===== config.mk =====
export PLATFORM = sky130hd
export DESIGN_NAME = rx_bit_unstuffer
export DESIGN_NICKNAME = d
export VERILOG_FILES = /design/src/rtl/rx_bit_unstuffer.sv
export SDC_FILE = /design/constraint.sdc
export NUM_CORES = 1
export LEC_CHECK = 0
export CAP_MARGIN = 20
export CORE_UTILIZATION = 50
export DETAILED_ROUTE_END_ITERATION = 6
export MAX_ROUTING_LAYER = met4
export PLACE_DENSITY = 0.89
export SLEW_MARGIN = 20
export SYNTH_ARGS = -nofsm -noshare
export SYNTH_HDL_FRONTEND = slang
export SYNTH_SLANG_ARGS = --single-unit

===== constraint.sdc =====
create_clock -name clk -period 3.8 [get_ports clk]
set_input_delay 0.76 -clock clk [delete_from_list [all_inputs] [get_ports clk]]
set_output_delay 0.76 -clock clk [all_outputs]
set_load 0.01 [all_outputs]

===== src/rtl/rx_bit_unstuffer.sv =====
// Bit-stuff tracker for the USB RX path: counts runs of the stuffing polarity,
// flags the stuffed bit for removal and counts stuffing violations.
module rx_bit_unstuffer #(
    parameter int RUN_LEN   = 6,
    parameter int POLARITY  = 1,
    parameter int ERR_CNT_W = 8,
    parameter int CNT_W     = 4
) (
    input  logic                 clk,
    input  logic                 n_rst,
    input  logic                 clear,
    input  logic                 clear_err,
    input  logic                 bit_valid,
    input  logic                 decoded_bit,
    output logic                 ignore_bit,
    output logic                 stuff_err,
    output logic [CNT_W-1:0]     run_count,
    output logic [ERR_CNT_W-1:0] err_count
);

    localparam logic [0:0] ST_RUN  = 1'b0;
    localparam logic [0:0] ST_SKIP = 1'b1;

    localparam logic             POL_BIT  = 1'(POLARITY);
    localparam logic [CNT_W-1:0] RUN_LAST = CNT_W'(RUN_LEN - 1);

    logic [0:0]           state_q,     state_d;
    logic [CNT_W-1:0]     run_count_q, run_count_d;
    logic                 stuff_err_q, stuff_err_d;
    logic [ERR_CNT_W-1:0] err_count_q, err_count_d;
    logic                 violation_s;

    // The stuffed bit is dropped in the same cycle it arrives; a resync wins.
    assign ignore_bit = bit_valid & (state_q == ST_SKIP) & ~clear;
    assign stuff_err  = stuff_err_q;
    assign run_count  = run_count_q;
    assign err_count  = err_count_q;

    // Next-state logic for the run/skip tracker and the violation pulse.
    always_comb begin
        state_d     = state_q;
        run_count_d = run_count_q;
        stuff_err_d = 1'b0;
        violation_s = 1'b0;
        if (clear) begin
            state_d     = ST_RUN;
            run_count_d = {CNT_W{1'b0}};
        end else if (bit_valid) begin
            case (state_q)
                ST_RUN: begin
                    if (decoded_bit == POL_BIT) begin
                        if (run_count_q == RUN_LAST) begin
                            run_count_d = {CNT_W{1'b0}};
                            state_d     = ST_SKIP;
                        end else begin
                            run_count_d = run_count_q + CNT_W'(1);
                        end
                    end else begin
                        run_count_d = {CNT_W{1'b0}};
                    end
                end
                ST_SKIP: begin
                    // A violating bit is dropped too and never seeds a new run.
                    state_d     = ST_RUN;
                    run_count_d = {CNT_W{1'b0}};
                    if (decoded_bit == POL_BIT) begin
                        violation_s = 1'b1;
                        stuff_err_d = 1'b1;
                    end else begin
                        violation_s = 1'b0;
                    end
                end
                default: begin
                    state_d     = ST_RUN;
                    run_count_d = {CNT_W{1'b0}};
                end
            endcase
        end else begin
            state_d = state_q;
        end
    end

    // Saturating violation counter; an explicit clear beats a same-cycle increment.
    always_comb begin
        err_count_d = err_count_q;
        if (clear_err) begin
            err_count_d = {ERR_CNT_W{1'b0}};
        end else if (violation_s && !(&err_count_q)) begin
            err_count_d = err_count_q + ERR_CNT_W'(1);
        end else begin
            err_count_d = err_count_q;
        end
    end

    // State and output registers.
    always_ff @(posedge clk or negedge n_rst) begin
        if (!n_rst) begin
            state_q     <= ST_RUN;
            run_count_q <= {CNT_W{1'b0}};
            stuff_err_q <= 1'b0;
            err_count_q <= {ERR_CNT_W{1'b0}};
        end else begin
            state_q     <= state_d;
            run_count_q <= run_count_d;
            stuff_err_q <= stuff_err_d;
            err_count_q <= err_count_d;
        end
    end

endmodule

==> results of run 1 <==
==> cell families (layout without fill, tap and decap cells) <==
kind of cell               count (synthesis)  count (layout)
AOI/OAI and AO/OA                         19              19
adders and majority gates                  3               3
buffers and inverters                      7              29
DFF                                       14              14
muxes                                      4               4
and+or+nand+nor                           34              34
==> sequential cells by signal (all words and copies together) (netlist names) <==
name	flops
err_count	8
run_count	4
state_q	1
stuff_err	1
==> power by group through the flow <==
stage / Sequential [mW] / Combinational (mW) / Clock (mW)
3_3_place_gp: 0.155 / 0.0234 / 0
4_1_cts: 0.152 / 0.0242 / 0.109
2_1_floorplan: 0.156 / 0.00892 / 0
3_5_place_dp: 0.155 / 0.0242 / 0
6_report: 0.152 / 0.0239 / 0.105
5_1_grt: 0.153 / 0.0266 / 0.114
==> path summary, 6_finish.rpt <==
| kind | startpoint | to | cells after the start |
|---|---|---|---|
| max in group asynchronous | n_rst | err_count[5] | 1 |
| setup reg to reg | err_count[0] | err_count[0] | 4 |
| hold reg to reg | run_count[1] | run_count[1] | 1 |
| hold / removal | run_count[1] | run_count[1] | 1 |
| min in group asynchronous | n_rst | run_count[3] | 1 |
| setup / recovery | bit_valid | ignore_bit | 3 |
==> Yosys cell counts, types with 2 or more instances <==
| cell | instances | area, um2 |
|---|---|---|
| a31oi_1 | 3 | 18.8 |
| nor3_1 | 2 | 10.0 |
| nand2b_1 | 4 | 25.0 |
| o22ai_1 | 2 | 12.5 |
| and4_1 | 2 | 17.5 |
| nand2_1 | 3 | 11.3 |
| a211oi_1 | 4 | 30.0 |
| inv_1 | 6 | 22.5 |
| dfrtp_1 | 14 | 350 |
| a21oi_1 | 5 | 25.0 |
| ha_1 | 3 | 37.5 |
| nor2_1 | 5 | 18.8 |
| nor2b_1 | 4 | 25.0 |
| mux2_2 | 3 | 33.8 |
| nand3_1 | 4 | 20.0 |
==> area by class of cell <==
class / instances / area (um2)
fill: 120 / 455
multi-input combinational: 60 / 432
sequential: 14 / 350
timing repair buffer: 19 / 190
clock buffer: 4 / 36.3
inverter: 6 / 22.5
tap: 16 / 20.0
==> worst max-delay path: stages <==
cell	delay [ps]
clkdlybuf4s50_1	590
and3b_1	210
clkdlybuf4s50_1	530
==> metal layers <==
layer  vias to the layer above  global-route usage  wire length, um
met2                        14               0.283              793
met4                         0              0.0625                9
met3                         2              0.0776               65
met1                       345               0.274              787
li1                        352                   -                -
met5                         -                   -                0
==> flow_metrics.tcl, run 1 <==
set metrics [dict create \
    cts-root-buf "clkbuf_4" \
    power_uw 281 \
    die_area_um2 1780 \
    antenna_found_initial 0 \
    syn_inst 81 \
    viasPerCell 5.99 \
    synth_top_family_by_area "simple AND/OR/NAND/NOR gates" \
    peakVddDrop_v 0.000208 \
    area_growth_pct 30.0 \
    post-route-period-util 0.751 \
    first_iter_violations 17 \
    combPwrFrac 0.085 \
    dp_cells 115 \
    die_h_um 42.2 \
    ios 20 \
    finalSetupViolCount 0 \
    rows 14 \
    synthMuxAreaShare 0.0542 \
    startpoint_type "primary input" \
    dieWidth_um 42.2 \
    drive_gt1_frac 0.0874 \
    timing.final.ws_setup_ps 946 \
    synth_area_per_cell_um2 9.98 \
    io_buffers 19 \
    async_flop_share 1.00 \
    cts_htree_levels 1 \
    hold_path_class "reg2reg" \
    ys_seq_area_frac 0.433 \
    setup-tns-final_ps 0 \
    stdcell_count 119 \
    layout_common_cells "clkdlybuf4s50_1 (19), dfrtp_1 (14), inv_1 (6)" \
    final_util 0.698 \
    maxCapViolCount 0 \
    final_common_cell "clkdlybuf4s50_1" \
    finalInstanceArea_um2 1050 \
    cp.arrival_ps 2090 \
    tightest_slew_ps 579 \
    seq_power_share 0.542 \
    dp_hpwl_mm 1.25 \
    grt_use_total 0.203 \
    ys_seq_elements 14 \
    placed_area_um2 1010 \
    ys_types 32 \
    nets 113 \
    rsz0062_at_grt "no" \
    syn-cell-area_um2 808 \
    cts_resized 0 \
    synthXorXnorAreaFrac 0 \
    grt-ovfl-total 0 \
    outcome "finished clean" \
    worstPathMaxFanout 6 \
    hold_viol 0 \
    initial_utilization 0.537 \
    path_clk_slew_ps 80 \
    cts_buffers 3 \
    finalClockSkew_ps 4.84 \
    wl_mm 1.66 \
    ant_nets 0 \
    ctsHoldBuffers 0 \
    crit_required_ps 3040 \
    intPower_uw 220 \
    p_sw_uw 60.9 \
    synth_enable_flop_cells 0 \
    syn-num-nets 90 \
    leakagePower_nw 0.436 \
    cts_buffer_depth 2 \
    cts_num_sinks 14 \
    synthAdderAreaFrac 0.0464 \
    r2r_slack_ps 2080 \
    post_cts_buffers 0 \
    hold_ws_ps 576 \
    clock_latency_ps 280 \
    grt_max_degree 15 \
    place_congestion 0.858 \
    dr.pass1.iters 4 \
    wl_per_cell_um 13.9 \
    coreArea_um2 1510 \
    max_freq_mhz 350 \
    n_antenna_cell 0 \
    synth-simple-area-share 0.277 \
    path_class "in2out" \
    synth-compound-area-share 0.156 \
    grt_pass1_vias 619 \
    ys_warn_count 0 \
    synth_flop_cell "dfrtp_1" \
    maxSlewViolCount 0 \
    cp-end-kind "output port" \
    num_vias 713 \
    maxSlewHeadroom 0.613 \
    power.density_nw_per_um2 267 \
    cts_tree "yes" \
    preCtsSetupSlack_ps 955 \
    drc 0 \
    p_sw_frac 0.217 \
    clockPowerShare 0.373 \
    min_period_ps 2850 \
    grt_pass1_wl_mm 2.64 \
]
No activity file was read; power rests on OpenSTA's default activity.
==> inputs of run 2 (changes only) <==
--- a/config.mk
+++ b/config.mk
@@ -6,10 +6,10 @@
 export NUM_CORES = 1
 export LEC_CHECK = 0
 export CAP_MARGIN = 20
-export CORE_UTILIZATION = 50
+export CORE_UTILIZATION = 47
 export DETAILED_ROUTE_END_ITERATION = 6
 export MAX_ROUTING_LAYER = met4
-export PLACE_DENSITY = 0.89
+export PLACE_DENSITY = 0.85
 export SLEW_MARGIN = 20
 export SYNTH_ARGS = -nofsm -noshare
 export SYNTH_HDL_FRONTEND = slang
==> constraint.sdc (replaced) <==
create_clock -name clk -period 2.9 [get_ports clk]
set_input_delay 0.58 -clock clk [delete_from_list [all_inputs] [get_ports clk]]
set_output_delay 0.58 -clock clk [all_outputs]
set_load 0.01 [all_outputs]
==> flow_metrics.tcl, run 2 (synthesized netlist as in run 1, its figures left out) <==
set metrics [dict create \
    r2r.worst_path.cells 4 \
    rsz0062_at_grt "no" \
    drive_gt1_frac 0.0874 \
    setup-tns-final_ps 0 \
    cts_num_sinks 14 \
    grt_pass1_wl_mm 2.84 \
    grt_max_degree 15 \
    place_congestion 0.814 \
    cts_buffers 3 \
    p_sw_uw 78.1 \
    outcome "finished, violations left" \
    wl_per_cell_um 13.9 \
    io_buffers 19 \
    maxSlewViolCount 0 \
    ios 20 \
    finalClockSkew_ps 1.10 \
    initial_utilization 0.518 \
    cts_htree_levels 1 \
    holdPathStages 1 \
    final.fill_count 131 \
    grt_pass1_vias 648 \
    num_vias 695 \
    largest_reg_flops 8 \
    viasPerCell 5.84 \
    tightest_slew_ps 590 \
    p_sw_frac 0.213 \
    antenna_found_initial 0 \
    maxSlewHeadroom 0.606 \
    cp-end-kind "output port" \
    dp_hpwl_mm 1.26 \
    die_area_um2 1890 \
    intPower_uw 288 \
    hold_path_class "reg2reg" \
    leakagePower_nw 0.436 \
    path_clk_slew_ps 80 \
    cts_resized 0 \
    ant_nets 0 \
    maxCapViolCount 0 \
    peakVddDrop_v 0.000329 \
    rows 14 \
    clockPowerShare 0.371 \
    power_uw 367 \
    post_cts_buffers 0 \
    nets 113 \
    cp.arrival_ps 1900 \
    cts_buffer_depth 2 \
    max_freq_mhz 403 \
    clock_latency_ps 280 \
    hold_viol 0 \
    combPwrFrac 0.085 \
    cts_tree "yes" \
    finalSetupViolCount 0 \
    grt-ovfl-total 0 \
    power.density_nw_per_um2 349 \
    violations "design-rule violations" \
    seq_power_share 0.544 \
    final_common_cell "clkdlybuf4s50_1" \
    coreArea_um2 1560 \
    r2r_start "err_count[0]" \
    crit_start "bit_valid" \
    n_antenna_cell 0 \
    dr.pass1.iters 6 \
    startpoint_type "primary input" \
    first_iter_violations 21 \
    cts-root-buf "clkbuf_4" \
    crit_required_ps 2320 \
    endpoint "ignore_bit" \
    post-route-period-util 0.856 \
    worstPathMaxFanout 6 \
    ctsHoldBuffers 0 \
    dieWidth_um 43.5 \
    drc 2 \
    die_h_um 43.5 \
    area_growth_pct 30.0 \
    layout_common_cells "clkdlybuf4s50_1 (19), dfrtp_1 (14), inv_1 (6)" \
    min_period_ps 2480 \
    path_class "in2out" \
    r2r_slack_ps 1130 \
    reg2reg_to "err_count[0]" \
    grt_use_total 0.211 \
    wl_mm 1.66 \
]
[run 2: metal layers]
| metal | up-vias | track usage | routed length, um | share of wire |
|---|---|---|---|---|
| met2 | 21 | 0.327 | 829 | 0.50 |
| li1 | 350 | - | - | - |
| met5 | - | - | 0 | 0 |
| met1 | 322 | 0.269 | 713 | 0.43 |
| met4 | 0 | 0.0375 | 14 | 0.0084 |
| met3 | 2 | 0.0750 | 103 | 0.062 |
[run 2: layout make-up]
| cell class | count | area (um2) | area share |
|---|---|---|---|
| Multi-Input combinational cell | 60 | 432 | 0.411 |
| Sequential cell | 14 | 350 | 0.333 |
| Tap cell | 16 | 20.0 | 0.0190 |
| Inverter | 6 | 22.5 | 0.0214 |
| Timing Repair Buffer | 19 | 190 | 0.181 |
| Clock buffer | 4 | 36.3 | 0.0345 |
[run 2: worst min path at each step]
stage	startpoint	end	slack (ps)
after floorplan	n_rst	err_count[0]	280
after global placement	err_count[3]	err_count[3]	570
after detailed placement	run_count[1]	run_count[1]	580
after CTS	run_count[0]	run_count[0]	590
after global routing	run_count[2]	run_count[2]	620
final	run_count[0]	run_count[0]	590
[run 2: power by group through the flow]
stage	Combinational, mW	Sequential [mW]	Clock, mW
floorplan	0.0117	0.204	0
global placement	0.0310	0.203	0
detailed placement	0.0315	0.203	0
CTS	0.0315	0.200	0.140
global route	0.0352	0.200	0.148
finish	0.0311	0.200	0.136
[run 2: worst max-delay path, cell delays in order]
cell and delay, ps:
clkdlybuf4s50_1 600, and3b_1 190, clkdlybuf4s50_1 530
[run 2: metrics by stage]
stage                     cells  utilization  worst slack (ps)  instance area, um2  hold WS, ps
after global placement      115        0.651               441                1010          568
after global routing        119        0.674               397                1050          620
after CTS                   119        0.674               411                1050          594
final                       119        0.674               418                1050          590
after floorplan              81            -              1310                 808          284
after detailed placement    115        0.651               409                1010          578
